## src/rtl/rv_pkg.sv

```systemverilog
// Shared RV32I decode definitions: opcodes, immediate formats, decode-stage
// states and the fetch entry record held in the skid buffer.
package rv_pkg;

  localparam int XLEN = 32;

  localparam logic [6:0] OPC_LUI    = 7'b0110111;
  localparam logic [6:0] OPC_AUIPC  = 7'b0010111;
  localparam logic [6:0] OPC_JAL    = 7'b1101111;
  localparam logic [6:0] OPC_JALR   = 7'b1100111;
  localparam logic [6:0] OPC_BRANCH = 7'b1100011;
  localparam logic [6:0] OPC_LOAD   = 7'b0000011;
  localparam logic [6:0] OPC_STORE  = 7'b0100011;
  localparam logic [6:0] OPC_OP_IMM = 7'b0010011;
  localparam logic [6:0] OPC_OP     = 7'b0110011;

  typedef enum logic [1:0] {IMM_NONE, IMM_I, IMM_S, IMM_B} imm_fmt_e;

  typedef enum logic [1:0] {EMPTY, ONE, TWO} dec_state_e;

  typedef struct packed {
    logic            valid;
    logic [31:0]     instr;
    logic [XLEN-1:0] pc;
  } fetch_entry_t;

  function automatic imm_fmt_e imm_fmt(input logic [6:0] opc);
    case (opc)
      OPC_LOAD, OPC_OP_IMM, OPC_JALR: imm_fmt = IMM_I;
      OPC_STORE:                      imm_fmt = IMM_S;
      OPC_BRANCH:                     imm_fmt = IMM_B;
      default:                        imm_fmt = IMM_NONE;
    endcase
  endfunction

endpackage

```

## src/rtl/decode_fields.sv

```systemverilog
// Purely combinational RV32I field extraction, 12-bit immediate selection
// and opcode legality check for one instruction word.
module decode_fields
  import rv_pkg::*;
(
  input  logic [31:0] instr_i,
  output logic [6:0]  opcode_o,
  output logic [4:0]  rd_o,
  output logic [2:0]  funct3_o,
  output logic [4:0]  rs1_o,
  output logic [4:0]  rs2_o,
  output logic [6:0]  funct7_o,
  output logic [11:0] imm_11_o,
  output logic        legal_o
);

  imm_fmt_e fmt;

  assign opcode_o = instr_i[6:0];
  assign rd_o     = instr_i[11:7];
  assign funct3_o = instr_i[14:12];
  assign rs1_o    = instr_i[19:15];
  assign rs2_o    = instr_i[24:20];
  assign funct7_o = instr_i[31:25];
  assign fmt      = imm_fmt(instr_i[6:0]);

  // B-type yields imm[12:1]; the consumer appends the implicit zero bit.
  always_comb begin
    imm_11_o = 12'h000;
    case (fmt)
      IMM_I:   imm_11_o = instr_i[31:20];
      IMM_S:   imm_11_o = {instr_i[31:25], instr_i[11:7]};
      IMM_B:   imm_11_o = {instr_i[31], instr_i[7], instr_i[30:25], instr_i[11:8]};
      default: imm_11_o = 12'h000;
    endcase
  end

  always_comb begin
    case (instr_i[6:0])
      OPC_LUI, OPC_AUIPC, OPC_JAL, OPC_JALR, OPC_BRANCH,
      OPC_LOAD, OPC_STORE, OPC_OP_IMM, OPC_OP: legal_o = 1'b1;
      default:                                 legal_o = 1'b0;
    endcase
  end

endmodule

```

## src/rtl/decode_stage.sv

```systemverilog
// Decode pipeline register with a two-entry skid buffer (main M, skid S);
// in_ready is registered and the presented fields are decoded from M.
module decode_stage
  import rv_pkg::*;
(
  input  logic            clk_i,
  input  logic            rst_i,
  input  logic            in_valid_i,
  output logic            in_ready_o,
  input  logic [31:0]     instr_i,
  input  logic [XLEN-1:0] pc_i,
  input  logic            flush_i,
  output logic            out_valid_o,
  input  logic            out_ready_i,
  output logic [XLEN-1:0] pc_o,
  output logic [6:0]      opcode_o,
  output logic [4:0]      rd_o,
  output logic [2:0]      funct3_o,
  output logic [4:0]      rs1_o,
  output logic [4:0]      rs2_o,
  output logic [6:0]      funct7_o,
  output logic [11:0]     imm_11_o,
  output logic            illegal_o
);

  dec_state_e   state_q, state_d;
  fetch_entry_t m_q, m_d, s_q, s_d;
  logic         in_ready_q, in_ready_d;
  logic         accept, consume, legal;
  fetch_entry_t incoming;

  assign accept   = in_valid_i & in_ready_q;
  assign consume  = m_q.valid & out_ready_i;
  assign incoming = '{valid: 1'b1, instr: instr_i, pc: pc_i};

  always_comb begin
    state_d = state_q;
    m_d     = m_q;
    s_d     = s_q;
    if (flush_i) begin
      state_d  = EMPTY;
      m_d.valid = 1'b0;
      s_d.valid = 1'b0;
    end else begin
      case (state_q)
        EMPTY: begin
          if (accept) begin
            m_d     = incoming;
            state_d = ONE;
          end
        end
        ONE: begin
          if (accept && consume) begin
            m_d = incoming;
          end else if (accept) begin
            s_d     = incoming;
            state_d = TWO;
          end else if (consume) begin
            m_d.valid = 1'b0;
            state_d   = EMPTY;
          end
        end
        TWO: begin
          if (consume) begin
            m_d       = s_q;
            s_d.valid = 1'b0;
            state_d   = ONE;
          end
        end
        default: begin
          state_d   = EMPTY;
          m_d.valid = 1'b0;
          s_d.valid = 1'b0;
        end
      endcase
    end
    // Ready is a pure flop output: it reflects whether S is free next cycle.
    in_ready_d = !s_d.valid;
  end

  always_ff @(posedge clk_i) begin
    if (rst_i) begin
      state_q    <= EMPTY;
      m_q        <= '0;
      s_q        <= '0;
      in_ready_q <= 1'b1;
    end else begin
      state_q    <= state_d;
      m_q        <= m_d;
      s_q        <= s_d;
      in_ready_q <= in_ready_d;
    end
  end

  decode_fields u_decode_fields (
    .instr_i  (m_q.instr),
    .opcode_o (opcode_o),
    .rd_o     (rd_o),
    .funct3_o (funct3_o),
    .rs1_o    (rs1_o),
    .rs2_o    (rs2_o),
    .funct7_o (funct7_o),
    .imm_11_o (imm_11_o),
    .legal_o  (legal)
  );

  assign in_ready_o  = in_ready_q;
  assign out_valid_o = m_q.valid;
  assign pc_o        = m_q.pc;
  assign illegal_o   = m_q.valid & !legal;

endmodule
```

## config.mk

```make
export PLATFORM = sky130hd
export DESIGN_NAME = decode_stage
export DESIGN_NICKNAME = d
export VERILOG_FILES = /design/src/rtl/rv_pkg.sv /design/src/rtl/decode_fields.sv /design/src/rtl/decode_stage.sv
export SDC_FILE = /design/constraint.sdc
export NUM_CORES = 1
export LEC_CHECK = 0
export CAP_MARGIN = 20
export CORE_AREA = 2 2 137 139
export DETAILED_ROUTE_END_ITERATION = 7
export DIE_AREA = 0 0 139 141
export PLACE_DENSITY = 0.7
export SLEW_MARGIN = 30
export SYNTH_ARGS = -nofsm -noshare
export SYNTH_HDL_FRONTEND = slang
export SYNTH_HIERARCHICAL = 1
export SYNTH_SLANG_ARGS = --single-unit
```

## constraint.sdc

```tcl
create_clock -name clk_i -period 1.7 [get_ports clk_i]
set_input_delay 0.425 -clock clk_i [delete_from_list [all_inputs] [get_ports clk_i]]
set_output_delay 0.425 -clock clk_i [all_outputs]
set_load 0.01 [all_outputs]
```

==> results.md <==
* Global-route wire length before repair at about 28000 um
* Drt pass-1 iters at 6
* Final Wtd Congestion at approximately 0.82
* DRC errors left at 0
* Non-Filler Instances at between 1000 and 1500
* DRT antenna net count at 0
* Switching share of total power at 25.3%
* Cell area after synthesis at roughly 6200 um^2
* Worst-margin pin slew at roughly 0.37 ns
* FP Rows at 50
* Number of distinct library cells after synthesis at 42
* Crit end category: output port
* Port Buffers at between 100 and 150
* Antenna violations before repair at 0
* Number of max-cap violations at 0
* DP Wirelength at about 10000 um
* Total clock buffers created by CTS at 17
* Diodes inserted at 0
* CTS tree: yes
* Most common cell after layout, fill and taps aside: nand2_1
* Die area at just under 20000 um^2
* Global Route Usage Sum at between 10% and 20%
* Register share of total power at between 30% and 40%
* Vias in the first global route at 4929
* Critical path arrival at ~1.9 ns
* Boundary Pins at approximately 150
* Cell area after layout at slightly below 9000 um^2
* Setup tns final at -6.78 ns
* Asr flop ratio synth at 0%
* Endpoints failing setup at 13
* CTS H-tree lvls at 4
* Commonest cells after routing, fill and taps aside: nand2_1 (132), dfxtp_1 (115), mux2i_1 (70), nor2_1 (69), dlygate4sd2_1 (67)
* Fraction of final layout cells sized beyond drive strength 1 at 22.9%
* Req. time, crit path at between 1 and 1.5 ns
* Skew final at approximately 0.0077 ns
* Peak supply drop at 0.000724 V
* Unrepaired setup endpoints after global routing: yes
* Final Critical Period at ~2.3 ns
* Die Span Y at approximately 140 um
* Fin util at between 40% and 50%
* F_max at roughly 440 MHz
* Clock Tree Root: clkbuf_16
* Clk pwr share at between 40% and 50%
* Placed cells at 1018
* Yosys reg bits at 133
* Core ar. at roughly 18000 um^2
* Crit Path Category: register to output port
* CP Launch Type: register
* Main synth FF type: dfxtp_1
* NetSw at roughly 2200 uW
* Hold Crit Class: input pin to register
* Post-synth EDFFs at 0
* DR iter-0 viols at 272
* Die X at between 100 and 150 um
* Part of the cycle the worst path needs at 134%
* DR WL/cell at between 15 and 20 um
* Final wirelength at between 15000 and 20000 um
* Later-pin clock latency in the skew report at ~0.42 ns
* YS warnings at 6
* Hold Violations, Final at 0
* Post-placement cell area at approximately 7700 um^2
* Synthesis-to-layout area growth at 40.9%
* Cells after synthesis at just over 700
* Clk buf depth at 2
* Worst slack, placed at -0.629 ns
* Final WS setup at -0.572 ns
* CP max FO at 6
* Failing checks: setup timing
* Run status: finished with violations
* Vias/cell at 4.89
* Gr ovfl total at 0
* CTS sink count at about 130
* Synthesized Nets at 778
* Relative slew margins at 75.0%
* Final net count at about 900
* Pleak at between 0.003 and 0.004 uW
* Sequential element share of the synthesized area at between 40% and 50%
* Cell-internal power at around 6400 uW
* Largest net degree at the start of global routing at just under 80
* Avg Inst Size Synth at 8.81 um^2
* CTS clk-pin slew, worst paths at 0.06 ns
* PwrDens at approximately 970 nW/um^2
* Starting Density at 34.2%
* Slew Viols, Final at 0
* Vias at 5259
* Combinational power share at 13.2%
Yosys cell counts, types with 2 or more instances:
| master | instances | area (um^2) |
|---|---|---|
| o21ai_0 | 6 | 30.0 |
| dfxtp_1 | 133 | 2660 |
| mux2i_1 | 75 | 751 |
| nand2_1 | 134 | 503 |
| a211oi_1 | 64 | 480 |
| buf_4 | 65 | 488 |
| inv_1 | 3 | 11.3 |
| buf_6 | 13 | 146 |
| a21oi_2 | 11 | 96.3 |
| clkbuf_1 | 19 | 71.3 |
| a21oi_1 | 59 | 295 |
| nand3b_4 | 2 | 40.0 |
| o2bb2ai_1 | 2 | 17.5 |
| buf_2 | 18 | 90.1 |
| nor4_4 | 2 | 42.5 |
| nor2_2 | 6 | 37.5 |
| nor2_1 | 71 | 267 |
| a21o_2 | 2 | 17.5 |
per-layer routing:
layer | vias up | routed length [um] | track usage, %
met5 | - | 0 | 0
met3 | 9 | 1220 | 5.91
met4 | 0 | 120 | 3.88
met1 | 2489 | 7930 | 23.0
li1 | 2613 | - | -
met2 | 148 | 8450 | 29.5
repair_timing:
item | 4_1_cts | 5_1_grt
setup endpoints to repair | 185 | 58
buffers inserted | 14 | 4
pin swaps | 11 | 10
endpoints found under the hold margin | 0 | 0
hold buffers | 0 | 0
resized for setup | 178 | 34
gates cloned | 7 | 1
cells by family (layout without fill, tap and decap cells):
kind of cell / Yosys count / count (layout) / share of synthesized area, %
and+or+nand+nor: 229 / 229 / 15.9
AOI/OAI and AO/OA: 152 / 152 / 16.2
DFF: 133 / 133 / 42.6
buffers and inverters: 118 / 251 / 12.9
muxes: 76 / 76 / 12.2
xor gates and xnor gates: 1 / 1 / 0.140
worst max-delay path, cell delays in order, from the launching register on:
cell,delay (ns)
dfxtp_2,0.32
buf_4,0.15
nor4_4,0.28
buf_6,0.17
buf_6,0.11
mux2i_2,0.21
nor2_2,0.06
buf_2,0.14
stage by stage:
step / total power (uW) / hold WS [ns]
after floorplan: 4010 / 0.436
after global placement: 4450 / 0.440
after detailed placement: 4460 / 0.446
after CTS: 8540 / 0.233
after global routing: 8850 / 0.237
final: 8510 / 0.251
layout make-up:
class / instances / area, um^2
multi-input combinational: 458 / 2950
fill: 1712 / 9460
tap: 234 / 293
timing repair buffer: 216 / 2210
clock inverter: 15 / 219
sequential: 133 / 2700
inverter: 3 / 11.3
clock buffer: 17 / 425
state kept, by name, summed over array words and instances (netlist names):
register and count:
m_q 32, in_ready_o 1, state_q 2, s_q 65
out_valid_o 1, pc_o 32
power by group through the flow:
stage / Clock (uW) / Sequential, uW / Combinational [uW]
after floorplan: 0 / 3400 / 617
after global placement: 0 / 3420 / 1030
after detailed placement: 0 / 3420 / 1040
after CTS: 4110 / 3350 / 1090
after global routing: 4260 / 3370 / 1220
final: 4030 / 3360 / 1130
worst paths after layout:
kind / startpoint / to / depth (start not counted) / slack (ns)
setup / recovery: m_q[35] / imm_11_o[5] / 7 / -0.57
hold / removal: rst_i / s_q[25] / 2 / 0.25
setup reg to reg: state_q[0] / m_q[32] / 7 / 0.07
hold reg to reg: s_q[46] / s_q[46] / 2 / 0.45
Note: power is estimated with default switching activity, not from simulation.
